[config.mk]
export PLATFORM = sky130hd
export DESIGN_NAME = park_transform
export DESIGN_NICKNAME = d
export VERILOG_FILES = /design/src/rtl/park_transform.sv
export SDC_FILE = /design/constraint.sdc
export NUM_CORES = 1
export LEC_CHECK = 0
export ABC_AREA = 1
export CORE_MARGIN = 3
export CORE_UTILIZATION = 35
export DETAILED_ROUTE_END_ITERATION = 6
export PLACE_DENSITY = 0.58
export SETUP_SLACK_MARGIN = 0.02
export SYNTH_ARGS = -nofsm -noshare
export SYNTH_HDL_FRONTEND = slang
export SYNTH_SLANG_ARGS = --single-unit
[constraint.sdc]
create_clock -name clk -period 10.6 [get_ports clk]
set_input_delay 1.59 -clock clk [delete_from_list [all_inputs] [get_ports clk]]
set_output_delay 1.59 -clock clk [all_outputs]
set_load 0.01 [all_outputs]
[src/rtl/park_transform.sv]
// Park transform (alpha/beta -> d/q) using one shared signed multiplier sequenced by an FSM.
// Optional macro PARK_CLARKE_EN adds a Clarke stage (phase currents ia/ib -> alpha/beta) ahead of Park.
module park_transform #(
    parameter int DW   = 16,
    parameter int TW   = 16,
    parameter int FRAC = 14
) (
    input  logic                 clk,
    input  logic                 rst,
    input  logic                 in_valid,
    output logic                 in_ready,
    input  logic signed [TW-1:0] sin_th,
    input  logic signed [TW-1:0] cos_th,
    input  logic signed [DW-1:0] i_alpha,
    input  logic signed [DW-1:0] i_beta,
    output logic                 out_valid,
    input  logic                 out_ready,
    output logic signed [DW-1:0] i_d,
    output logic signed [DW-1:0] i_q
);
    localparam int PW = DW + TW;
    localparam int AW = DW + TW + 1;
`ifdef PARK_CLARKE_EN
    // Multiplier x operand widened to carry ia + 2*ib without overflow.
    localparam int XW = DW + 2;
`else
    localparam int XW = DW;
`endif
    localparam int MW = XW + TW;
    localparam int SW = MW + 1;

    localparam logic signed [SW-1:0] HALF = SW'(2**(FRAC-1));
    localparam logic signed [SW-1:0] MAXV = SW'(2**(DW-1) - 1);
    localparam logic signed [SW-1:0] MINV = -SW'(2**(DW-1));

`ifdef PARK_CLARKE_EN
    typedef enum logic [2:0] {S_IDLE, S_C0, S_M0, S_M1, S_M2, S_M3, S_OUT} state_t;
`else
    typedef enum logic [2:0] {S_IDLE, S_M0, S_M1, S_M2, S_M3, S_OUT} state_t;
`endif

    state_t                 state_reg;
    logic signed [DW-1:0]   a_reg, b_reg;
    logic signed [TW-1:0]   sin_reg, cos_reg;
    logic signed [AW-1:0]   acc_reg;
    logic signed [DW-1:0]   id_res_reg;
    logic                   in_ready_reg, out_valid_reg;
    logic signed [DW-1:0]   i_d_reg, i_q_reg;

    logic signed [XW-1:0]   a_x, b_x, mul_x;
    logic signed [TW-1:0]   mul_y;
    logic signed [MW-1:0]   mul_p;
    logic signed [PW-1:0]   prod;
    logic signed [AW-1:0]   sum_next;

    // Round half up, then clamp to the output range.
    function automatic logic signed [DW-1:0] rnd_sat(input logic signed [SW-1:0] v);
        logic signed [SW-1:0] r;
        r = (v + HALF) >>> FRAC;
        if (r > MAXV)
            return MAXV[DW-1:0];
        else if (r < MINV)
            return MINV[DW-1:0];
        else
            return r[DW-1:0];
    endfunction

    assign a_x = XW'(a_reg);
    assign b_x = XW'(b_reg);

    always_comb begin
        mul_x = a_x;
        mul_y = cos_reg;
        case (state_reg)
            S_M1:    begin mul_x = b_x; mul_y = sin_reg; end
            S_M2:    begin mul_x = b_x; mul_y = cos_reg; end
            S_M3:    begin mul_x = a_x; mul_y = sin_reg; end
`ifdef PARK_CLARKE_EN
            S_C0:    begin mul_x = a_x + (b_x <<< 1); mul_y = TW'(9459); end
`endif
            default: begin mul_x = a_x; mul_y = cos_reg; end
        endcase
    end

    assign mul_p    = MW'(mul_x) * MW'(mul_y);
    assign prod     = PW'(mul_p);
    assign sum_next = (state_reg == S_M3) ? (acc_reg - AW'(prod)) : (acc_reg + AW'(prod));

    always_ff @(posedge clk) begin
        if (rst) begin
            state_reg     <= S_IDLE;
            a_reg         <= '0;
            b_reg         <= '0;
            sin_reg       <= '0;
            cos_reg       <= '0;
            acc_reg       <= '0;
            id_res_reg    <= '0;
            in_ready_reg  <= 1'b1;
            out_valid_reg <= 1'b0;
            i_d_reg       <= '0;
            i_q_reg       <= '0;
        end else begin
            case (state_reg)
                S_IDLE: if (in_valid) begin
                    a_reg        <= i_alpha;
                    b_reg        <= i_beta;
                    sin_reg      <= sin_th;
                    cos_reg      <= cos_th;
                    in_ready_reg <= 1'b0;
`ifdef PARK_CLARKE_EN
                    state_reg    <= S_C0;
`else
                    state_reg    <= S_M0;
`endif
                end
`ifdef PARK_CLARKE_EN
                S_C0: begin
                    b_reg     <= rnd_sat(SW'(mul_p));
                    state_reg <= S_M0;
                end
`endif
                S_M0: begin
                    acc_reg   <= AW'(prod);
                    state_reg <= S_M1;
                end
                S_M1: begin
                    id_res_reg <= rnd_sat(SW'(sum_next));
                    state_reg  <= S_M2;
                end
                S_M2: begin
                    acc_reg   <= AW'(prod);
                    state_reg <= S_M3;
                end
                S_M3: begin
                    i_d_reg       <= id_res_reg;
                    i_q_reg       <= rnd_sat(SW'(sum_next));
                    out_valid_reg <= 1'b1;
                    state_reg     <= S_OUT;
                end
                S_OUT: if (out_ready) begin
                    out_valid_reg <= 1'b0;
                    in_ready_reg  <= 1'b1;
                    state_reg     <= S_IDLE;
                end
                default: begin
                    state_reg     <= S_IDLE;
                    in_ready_reg  <= 1'b1;
                    out_valid_reg <= 1'b0;
                end
            endcase
        end
    end

    assign in_ready  = in_ready_reg;
    assign out_valid = out_valid_reg;
    assign i_d       = i_d_reg;
    assign i_q       = i_q_reg;
endmodule

# After elaboration in Yosys (flattened, before gate mapping)
# Cells that the tools add are included.
[totals] reg_bits=149 in_bits=68 output_inout_bits=34 wordCells=49
[op_classes] n_addsub=3 n_mul=1 order_cmp=2 n_eq_ne=7 n_mux=13 bitwise_logic=2 reduce_logical=10
[ops] op="2-to-1 mux 16 bit" count=4
[ops] op="adder 32 x 32 -> 33 bit" count=1
[ops] op="adder 33 x 15 -> 33 bit, second input constant" count=1
[ops] op="2-to-1 mux 33 bit" count=1
[ops] op="subtractor 32 x 32 -> 33 bit" count=1
[ops] op="multiplier 16 x 16 -> 32 bit" count=1
[ops] op="greater-than comparator 19 x 16 -> 1 bit, second input constant" count=1
[ops] op="less-than comparator 19 x 16 -> 1 bit, second input constant" count=1
[ops] op="one-hot mux 3 bit (6 select lines)" count=1
[ops] op="OR reduction 4 bit" count=2
[ops] op="equality test 3 x 2 -> 1 bit, second input constant" count=2
[ops] op="equality test 3 bit, second input constant" count=2
[ops] op="2-to-1 mux 3 bit" count=2
[ops] op="one-hot mux 1 bit (3 select lines)" count=2
[ops] op="AND reduction 2 bit" count=3
[ops] op="OR reduction 2 bit" count=3
[ops] op="!= test 2 bit, second input constant" count=2
[ops] op="equality test 3 x 1 -> 1 bit, second input constant" count=1
[ops] op="zero test 3 bit" count=1
[ops] op="2-to-1 mux 1 bit" count=3
[ops] op="AND reduction 3 bit" count=1
[ops] op="NOT 1 bit" count=2

# Logic depth before layout (Yosys ltp)
# Gate-level depths: netlist of the first run.
[depth] depth_word=10 depth_mapped=62

# Least setup slack after synthesis of the first run
# No wires, ideal clock.
[synth_path] path_kind="reg2reg" start="register state_reg[0]" end="register id_res_reg[7]" setup_time_ns=0.109 t_arrival_ns=9.261 required_time_ns=10.491 setup_slack_ns=1.230 path_stages_with_launch=52 period_less_slack_ns=9.370 cell_sequence="dfxtp_1 > nand3_2 > nand2_2 > clkbuf_1 > buf_1 > nand2_1 > o21ai_1 > inv_1 > nor2_1 > fa_1 > inv_1 > fa_1 > fa_1 > fa_1 > inv_1 > fa_1 > inv_1 > fa_1 > [16 not listed] > nand2_1 > inv_1 > a21boi_0 > o21ai_0 > a21oi_1 > nand2_1 > xnor2_1 > nor2_1 > nand2_2 > nor2_4 > nand4_2 > xnor2_2 > nand2_4 > buf_12 > nand2_4 > nand3_1 > nand2_1 > inv_1"
[synth_between] elab_chain_cells=10
[synth_lines] item="from (decl)" line_no="42" rtl="state_t state_reg;"
[synth_lines] item="from (signal assigned)" line_no="91" rtl="state_reg <= S_IDLE;"
[synth_lines] item="from (signal assigned)" line_no="113" rtl="state_reg <= S_M0;"
[synth_lines] item="from (signal assigned)" line_no="124" rtl="state_reg <= S_M1;"
[synth_lines] item="equality test 3 x 2 -> 1 bit, or another cell as far along" line_no="74, 103"
[synth_lines] item="OR reduction 2 bit (no line)"
[synth_lines] item="2-to-1 mux 16 bit" line_no="74" rtl="case (state_reg)"
[synth_lines] item="multiplier 16 x 16 -> 32 bit" line_no="85" rtl="assign mul_p = MW'(mul_x) * MW'(mul_y);"
[synth_lines] item="adder 32 x 32 -> 33 bit or subtractor 32 x 32 -> 33 bit (tied branches)" line_no="87" rtl="assign sum_next = (state_reg == S_M3) ? (acc_reg - AW'(prod)) : (acc_reg + AW'(prod));"
[synth_lines] item="2-to-1 mux 33 bit" line_no="87"
[synth_lines] item="adder 33 x 15 -> 33 bit" line_no="59" rtl="r = (v + HALF) >>> FRAC;"
[synth_lines] item="less-than comparator 19 x 16 -> 1 bit" line_no="62" rtl="else if (r < MINV)"
[synth_lines] item="2-to-1 mux 16 bit" line_no="62"
[synth_lines] item="2-to-1 mux 16 bit"
[synth_lines] item="to (signal assigned)" line_no="127" rtl="id_res_reg <= rnd_sat(SW'(sum_next));"
[synth_lines] item="to (decl)" line_no="46" rtl="logic signed [DW-1:0] id_res_reg;"
# Several ways; a longest one is shown, not always the timed one.
# A chain may end at the register's enable or synchronous reset.

# Final worst setup path of the first run
[layout_path] start="register state_reg[2]" end="register id_res_reg[14]"
# The elaborated chain is that of the path after synthesis.

==> results of run 1 <==
through the flow:
stage	util, %	std cells
floorplan	-	2859
global placement	39.5	3725
detailed placement	39.5	3725
CTS	40.6	3757
global route	41.5	3787
finish	41.5	3787
kinds of logic (layout without fill, tap and decap cells):
kind of cell / Yosys count / after routing / share of synthesized area [%]
fa+ha+maj: 377 / 377 / 33.3
simple gates: 1155 / 1155 / 24.7
flops: 149 / 149 / 14.9
compound gates: 358 / 358 / 9.60
xor+xnor: 67 / 67 / 3.09
buf+inv: 753 / 925 / 14.4
synthesized netlist by cell type, types with 18 or more instances:
master    instances  area (um2)
inv_1           659        2470
nand2_1         542        2030
nor2_1          375        1410
fa_1            262        5250
o21ai_0         160         801
dfxtp_1         149        2980
a21oi_1         130         651
ha_1            115        1440
nand3_1         104         521
clkbuf_1         64         240
xor2_1           50         438
nand2_2          26         163
nand4_1          24         150
nor3_1           21         105
o211ai_1         18         135
path summary, 6_finish.rpt:
kind	startpoint	endpoint	slack, ns	cells past startpoint
worst max register to register	state_reg[2]	id_res_reg[14]	0.67	51
worst max-delay path	state_reg[2]	id_res_reg[14]	0.67	51
worst min-delay path	a_reg[9]	a_reg[9]	0.44	2
worst min register to register	a_reg[9]	a_reg[9]	0.44	2
worst register-to-register path: cells and delay by family, from the launching register on:
| family | cells | cell delay [ns] |
|---|---|---|
| simple gates | 23 | 2.76 |
| flops | 1 | 0.36 |
| xor+xnor | 2 | 0.54 |
| buf+inv | 12 | 1.28 |
| compound gates | 6 | 1.16 |
| fa+ha+maj | 8 | 3.74 |
metal layers:
| layer | wire, um | up-vias | GRT usage (%) |
|---|---|---|---|
| li1 | - | 8930 | - |
| met1 | 27200 | 8248 | 27.4 |
| met2 | 26300 | 446 | 31.2 |
| met3 | 2660 | 86 | 2.44 |
| met4 | 1630 | 0 | 5.28 |
| met5 | 0 | - | 0 |
area by class of cell:
cell class / count / area [um2] / area share, %
clock buffer: 19 / 443 / 1.88
clock inverter: 13 / 136 / 0.580
inverter: 673 / 2540 / 10.8
multi-input combinational: 1957 / 14500 / 61.5
sequential: 149 / 2990 / 12.7
tap: 756 / 946 / 4.02
timing repair buffer: 219 / 1990 / 8.45
timing repair inverter: 1 / 7.51 / 0.0319
what timing repair did:
| item | CTS | global route |
|---|---|---|
| setup endpoints to repair | 0 | 32 |
| gates resized for setup | 0 | 112 |
| endpoints found under the hold margin | 0 | 0 |
| buffers inserted | 0 | 29 |
==> metrics.txt, run 1 <==
outcome=finished, final reports clean; Worst-path clk slew=about 0.07 ns; vias post-DR=~18000; Final Max Tran Viols=0; worst hold-check path type=flop to flop; post-DP HPWL=48.1 mm; vias per std cell=about 4.7; Root Driver=clkbuf_16; Yosys cell types=between 40 and 50; GPL Wtd Cong=about 0.94; Gate Count Post-Synth=about 2900; Max Fclk=between 100 and 150 MHz; number of global-route vias before repair=about 17000; critical path type=flop to flop; share of cells above drive strength 1=10.3%; cell at the slowest stage of the critical path=fa_1; sequential fraction of the synthesis area=between 10% and 20%; Net Count, Synth=3304; placement row count=87; first-pass GRT wire length=approximately 93 mm; Port Buffer Count=101; EDFF count, synth=0; Req. time, crit path=10.94 ns; DRC viols=0; WP data arrival=10.27 ns; Total Die Area=60200 um2; final wirelength=~58 mm; Async SR Flop Fraction=0%; fin crit period=9.93 ns; Ports=102; Critical Path Max Stage Delay=0.57 ns; Initial Util=35.4%; Yosys reg bits=roughly 150; Rel. slew slack=27.2%; Syn Std Cell Area=20100 um2; Mapped Avg Cell Area=between 7 and 8 um2; Routed Antenna Nets=0; number of DRC markers in iteration 0=1204; Setup crit start kind=flop; worst slack, placed=0.176 ns; largest net degree at the start of global routing=110; final hold viol count=0; worst-skew pair later-pin latency=0.45 ns; drt wl/cell=15.3 um; initial antenna violation count=0; CP dominant cell by count=inv_1; die width=245 um; Post-DP Area=22400 um2; synthesis-to-finish area growth=17.1%; Inserted Diodes=0; warning count from the yosys run=0; Tightest Pin Transition=1.09 ns; CTS H-tree depth=4; Layout fillers=between 5000 and 6000; Hold Worst Slack=approximately 0.44 ns; core area=56600 um2; max-cap violations=0; post-route cell area=23500 um2; commonest non-fill, non-tap cell in the layout=inv_1; Max Fanout on Critical Path=14; Top FF cell, synth=dfxtp_1; Clock Tree Buf Depth=2; Final setup viols=0; Largest register FFs=32; DRT Pass-1 Iters=7; nets=about 3500; hold_buf cts=0; commonest cells after routing, fill and taps aside=inv_1 (644), nand2_1 (535), nor2_1 (361), fa_1 (262), dfxtp_1 (146); Num CTS Buffers=17; final period utilization=93.7%; setup tns final=0 ns; CTS Sinks=around 150; clk_skew=0.0174 ns; WP buf/inv=12; Overflow after GRT=0; delay-heaviest family, CP=adder cells; Die Span Y=245 um; Global Route Usage Sum=between 10% and 20%; TritonCTS clock tree=done; Crit. End Element=flop; Worst Setup Slack, final=between 0.6 and 0.7 ns
Power of run 1 is left out: the tool's default activity adds up to more than one toggle a clock period on the data nets, which glitch-free logic cannot reach.
==> run 2: changes to the inputs <==
--- a/config.mk
+++ b/config.mk
@@ -6,10 +6,12 @@
 export NUM_CORES = 1
 export LEC_CHECK = 0
 export ABC_AREA = 1
+export CELL_PAD_IN_SITES_DETAIL_PLACEMENT = 1
+export CELL_PAD_IN_SITES_GLOBAL_PLACEMENT = 1
 export CORE_MARGIN = 3
 export CORE_UTILIZATION = 35
 export DETAILED_ROUTE_END_ITERATION = 6
-export PLACE_DENSITY = 0.58
+export PLACE_DENSITY = 0.73
 export SETUP_SLACK_MARGIN = 0.02
 export SYNTH_ARGS = -nofsm -noshare
 export SYNTH_HDL_FRONTEND = slang
==> metrics.txt, run 2 (synthesis gave the netlist of run 1 again) <==
share of cells above drive strength 1=13.2% (+2.9 points); max-cap violations=0 (unchanged); Critical Path Max Stage Delay=0.51 ns (-0.06 ns); Largest register FFs=32 (unchanged); Inserted Diodes=0 (unchanged); Worst Setup Slack, final=0.417 ns (-0.254 ns); Root Driver=clkbuf_16; TritonCTS clock tree=done; Rel. slew slack=26.6% (-0.61 points); worst-skew pair later-pin latency=0.45 ns (about the same); WP data arrival=10.52 ns (+0.25 ns); Worst-path clk slew=0.06 ns (about the same); Routed Antenna Nets=0 (unchanged); CTS Sinks=149 (unchanged); commonest cells after routing, fill and taps aside=inv_1 (640), nand2_1 (518), nor2_1 (337), fa_1 (259); commonest non-fill, non-tap cell in the layout=inv_1; initial antenna violation count=0 (unchanged); final wirelength=69.1 mm (+19%); Num CTS Buffers=17 (unchanged); DRC viols=0 (unchanged); Total Die Area=60200 um2 (unchanged); hold_buf cts=0 (unchanged); worst slack, placed=-0.281 ns (-0.457 ns); die width=245 um (unchanged); DRT Pass-1 Iters=5 (-2); post-route cell area=24100 um2 (+2.7%); vias post-DR=18800 (+5.9%); Post-DP Area=22300 um2 (-0.36%); critical path type=flop to flop; first-pass GRT wire length=108 mm (+16%); Port Buffer Count=101 (unchanged); Max Fanout on Critical Path=15 (+1); Overflow after GRT=0 (unchanged); Ports=102 (unchanged); fin crit period=10.18 ns (+0.254 ns); synthesis-to-finish area growth=20.2%; GPL Wtd Cong=0.930 (-0.80%); outcome=finished, final reports clean; Crit. End Element=flop; Max Fclk=98.2 MHz (-2.5%); Setup crit start kind=flop; Initial Util=35.4% (unchanged); cell at the slowest stage of the critical path=fa_1; nets=3469 (+0.17%); Die Span Y=245 um (unchanged); drt wl/cell=18.2 um (+19%); Final setup viols=0 (unchanged); post-DP HPWL=57.3 mm (+19%); Reg area=2990 um2 (+0.25%); Tightest Pin Transition=1.10 ns (+0.00908 ns); multi-input combinational cell area=15000 um2 (+3.5%); number of global-route vias before repair=20200 (+18%); Layout fillers=7120 (+20%); Clock Tree Buf Depth=2 (unchanged); final period utilization=96.1% (+2.4 points); CP dominant cell by count=nand2_1; core area=56600 um2 (unchanged); Global Route Usage Sum=22.8% (+3.4 points); largest net degree at the start of global routing=118 (+7.3%); worst hold-check path type=flop to flop; clk_skew=0.0205 ns (+0.00313 ns); placement row count=87 (unchanged); Hold Worst Slack=0.450 ns (+0.00661 ns); vias per std cell=4.95 (+5.8%); Final Max Tran Viols=0 (unchanged); number of DRC markers in iteration 0=838 (-30%); final core occ=42.6% (+1.1 points); CTS H-tree depth=4 (unchanged); final hold viol count=0 (unchanged); Req. time, crit path=10.94 ns (about the same)
run 2: cell types whose count changed in the layout (fill, tap and decap cells not counted), moves of 6 or more:
cell	previous run	this run
nor2_1	361	337
nor2_2	18	36
nand2_1	535	518
ha_1	103	90
nand2_2	31	44
ha_4	0	12
a21oi_1	122	114
a21oi_2	8	16
nor3_1	18	11
nor2_4	7	13
run 2: critical path, delay by kind of cell (launching register included):
kind,cells,cell delay (ns)
AND/OR/NAND/NOR,24,3.22
flip-flops,1,0.39
buffers and inverters,13,1.56
AO/OA/AOI/OAI,5,0.93
XOR/XNOR,2,0.31
adder cells (fa/ha/maj),8,3.60
run 2: area by class of cell:
type | count | area share, %
Clock buffer | 18 | 1.78
Timing Repair Buffer | 224 | 8.45
Tap cell | 756 | 3.92
Sequential cell | 149 | 12.4
Inverter | 673 | 10.6
Multi-Input combinational cell | 1959 | 62.0
Clock inverter | 13 | 0.825
run 2: timing repair:
item	4_1_cts	5_1_grt
pin swaps	2	16
resized for setup	26	198
setup buffers	4	37
endpoints found under the setup margin	32	32
cloned	0	4
run 2: path summary, 6_finish.rpt:
check	from	to	slack (ns)	depth (start not counted)
min reg2reg	a_reg[10]	a_reg[10]	0.45	2
min	a_reg[10]	a_reg[10]	0.45	2
max	state_reg[0]	id_res_reg[7]	0.42	52
max reg2reg	state_reg[0]	id_res_reg[7]	0.42	52
run 2: through the flow:
stage	setup TNS, ns	instances
floorplan	0	2859
global placement	-1.11	3716
detailed placement	-7.30	3716
CTS	0	3751
global route	-1.71	3792
finish	0	3792
run 2: per-layer routing:
layer / wire length [um] / up-vias / share of wire [%] / track usage [%]
met5: 0 / - / 0 / 0
met1: 29300 / 9389 / 42 / 28.0
met4: 2650 / 0 / 3.8 / 8.93
met2: 34800 / 326 / 50 / 40.5
met3: 2310 / 112 / 3.3 / 2.90
li1: - / 8929 / - / -
Power of run 2 is left out for the same reason.
==> run 3: changes to the inputs <==
--- a/config.mk
+++ b/config.mk
@@ -11,8 +11,9 @@
 export CORE_MARGIN = 3
 export CORE_UTILIZATION = 35
 export DETAILED_ROUTE_END_ITERATION = 6
-export PLACE_DENSITY = 0.73
+export PLACE_DENSITY = 0.77
 export SETUP_SLACK_MARGIN = 0.02
+export SLEW_MARGIN = 30
 export SYNTH_ARGS = -nofsm -noshare
 export SYNTH_HDL_FRONTEND = slang
 export SYNTH_SLANG_ARGS = --single-unit
==> metrics.txt, run 3 (synthesis gave the netlist of run 1 again) <==
drt wl/cell=18.4 um (+0.88%); Root Driver=clkbuf_16; CTS Sinks=149 (unchanged); delay-heaviest family, CP=adder cells; post-DP HPWL=57.9 mm (+0.96%); critical path type=flop to flop; Reg area=2990 um2 (unchanged); Worst-path clk slew=0.07 ns (about the same); number of DRC markers in iteration 0=722 (-14%); final hold viol count=0 (unchanged); worst hold-check path type=flop to flop; Tightest Pin Transition=0.815 ns (-0.284 ns); GPL Wtd Cong=0.924 (-0.62%); Hold Worst Slack=0.450 ns (-0.000836 ns); Setup crit start kind=flop; fin crit period=10.19 ns (+0.00374 ns); commonest cells after routing, fill and taps aside=inv_1 (640), nand2_1 (522), nor2_1 (348), fa_1 (258), dfxtp_1 (146); CTS H-tree depth=4 (unchanged); Critical Path Max Stage Delay=0.53 ns (+0.02 ns); synthesis-to-finish area growth=18.3%; final period utilization=96.1% (about the same); Largest register FFs=32 (unchanged); DRC viols=0 (unchanged); Final Max Tran Viols=0 (unchanged); DRT Pass-1 Iters=5 (unchanged); outcome=finished, final reports clean; Total Die Area=60200 um2 (unchanged); setup tns final=0 ns (unchanged); multi-input combinational cell area=14800 um2 (-1.1%); Num CTS Buffers=17 (unchanged); Req. time, crit path=10.96 ns (+0.02 ns); share of cells above drive strength 1=12.1% (-1.0 points); clk_skew=0.0108 ns (-0.00969 ns); largest net degree at the start of global routing=129 (+9.3%); nets=3451 (-0.52%); Crit. End Element=flop; number of global-route vias before repair=20600 (+1.5%); Rel. slew slack=45.7% (+19 points); Ports=102 (unchanged); Final setup viols=0 (unchanged); commonest non-fill, non-tap cell in the layout=inv_1; cell at the slowest stage of the critical path=fa_1; Max Fanout on Critical Path=30 (+15); WP buf/inv=13 (unchanged); first-pass GRT wire length=110 mm (+1.9%); R2R Setup Slk=0.41 ns (about the same); Global Route Usage Sum=23.2% (+0.35 points); final wirelength=69.4 mm (+0.43%); placement row count=87 (unchanged); Clock Tree Buf Depth=2 (unchanged); vias per std cell=4.96 (+0.36%); core area=56600 um2 (unchanged); Routed Antenna Nets=0 (unchanged); Layout fillers=7188 (+0.96%); worst-skew pair later-pin latency=0.46 ns (about the same); Port Buffer Count=101 (unchanged); Overflow after GRT=0 (unchanged); max-cap violations=0 (unchanged); Die Span Y=245 um (unchanged); WP data arrival=10.54 ns (+0.02 ns); hold_buf cts=0 (unchanged); TritonCTS clock tree=done; die width=245 um (unchanged); Initial Util=35.4% (unchanged); vias post-DR=18700 (-0.085%); Max Fclk=98.2 MHz (about the same); initial antenna violation count=1 (+1)
## run 3: cell count changes in the layout (fill, tap and decap cells not counted), moves of 4 or more
cell and change:
nand2_1 +4, ha_2 +4, ha_4 -7, nor2_1 +11, inv_6 +4, buf_4 -12
nor2_2 -9
## run 3: worst paths after layout
path,from,end,depth (start not counted)
max,state_reg[0],id_res_reg[4],51
max reg2reg,state_reg[0],id_res_reg[4],51
min reg2reg,sin_reg[7],sin_reg[7],2
min,sin_reg[7],sin_reg[7],2
## run 3: timing repair
action / CTS / global route
cloned: 0 / 2
pin swaps: 2 / 13
setup buffers: 9 / 31
resized for setup: 27 / 170
setup endpoints to repair: 32 / 32
## run 3: final cells by class
class / instances / share of cell area, %
multi-input combinational: 1958 / 62.3
clock inverter: 12 / 0.601
antenna: 1 / 0.0105
inverter: 673 / 10.7
timing repair buffer: 206 / 7.78
tap: 756 / 3.98
clock buffer: 19 / 1.91
sequential: 149 / 12.6
timing repair inverter: 1 / 0.0211
## run 3: per-stage QoR
stage	area (um2)	setup WS, ns	util, %	instances
detailed placement	22200	-0.764	39.2	3701
global placement	22200	-0.497	39.2	3701
global route	23700	-0.0824	42.0	3775
finish	23700	0.413	42.0	3775
CTS	22900	0.0227	40.5	3741
floorplan	20100	1.23	-	2859
## run 3: worst min-delay path, cell delays in order (launching register included)
cell and delay, ns:
dfxtp_1 0.31, inv_1 0.05, a21oi_1 0.05
## run 3: metal layers
layer	track usage, %	vias up	wire (um)
met1	28.5	9384	29400
li1	-	8890	-
met2	41.6	344	35200
met5	0	-	0
met3	2.63	122	2230
met4	8.39	0	2530
Power of run 3 is left out for the same reason.
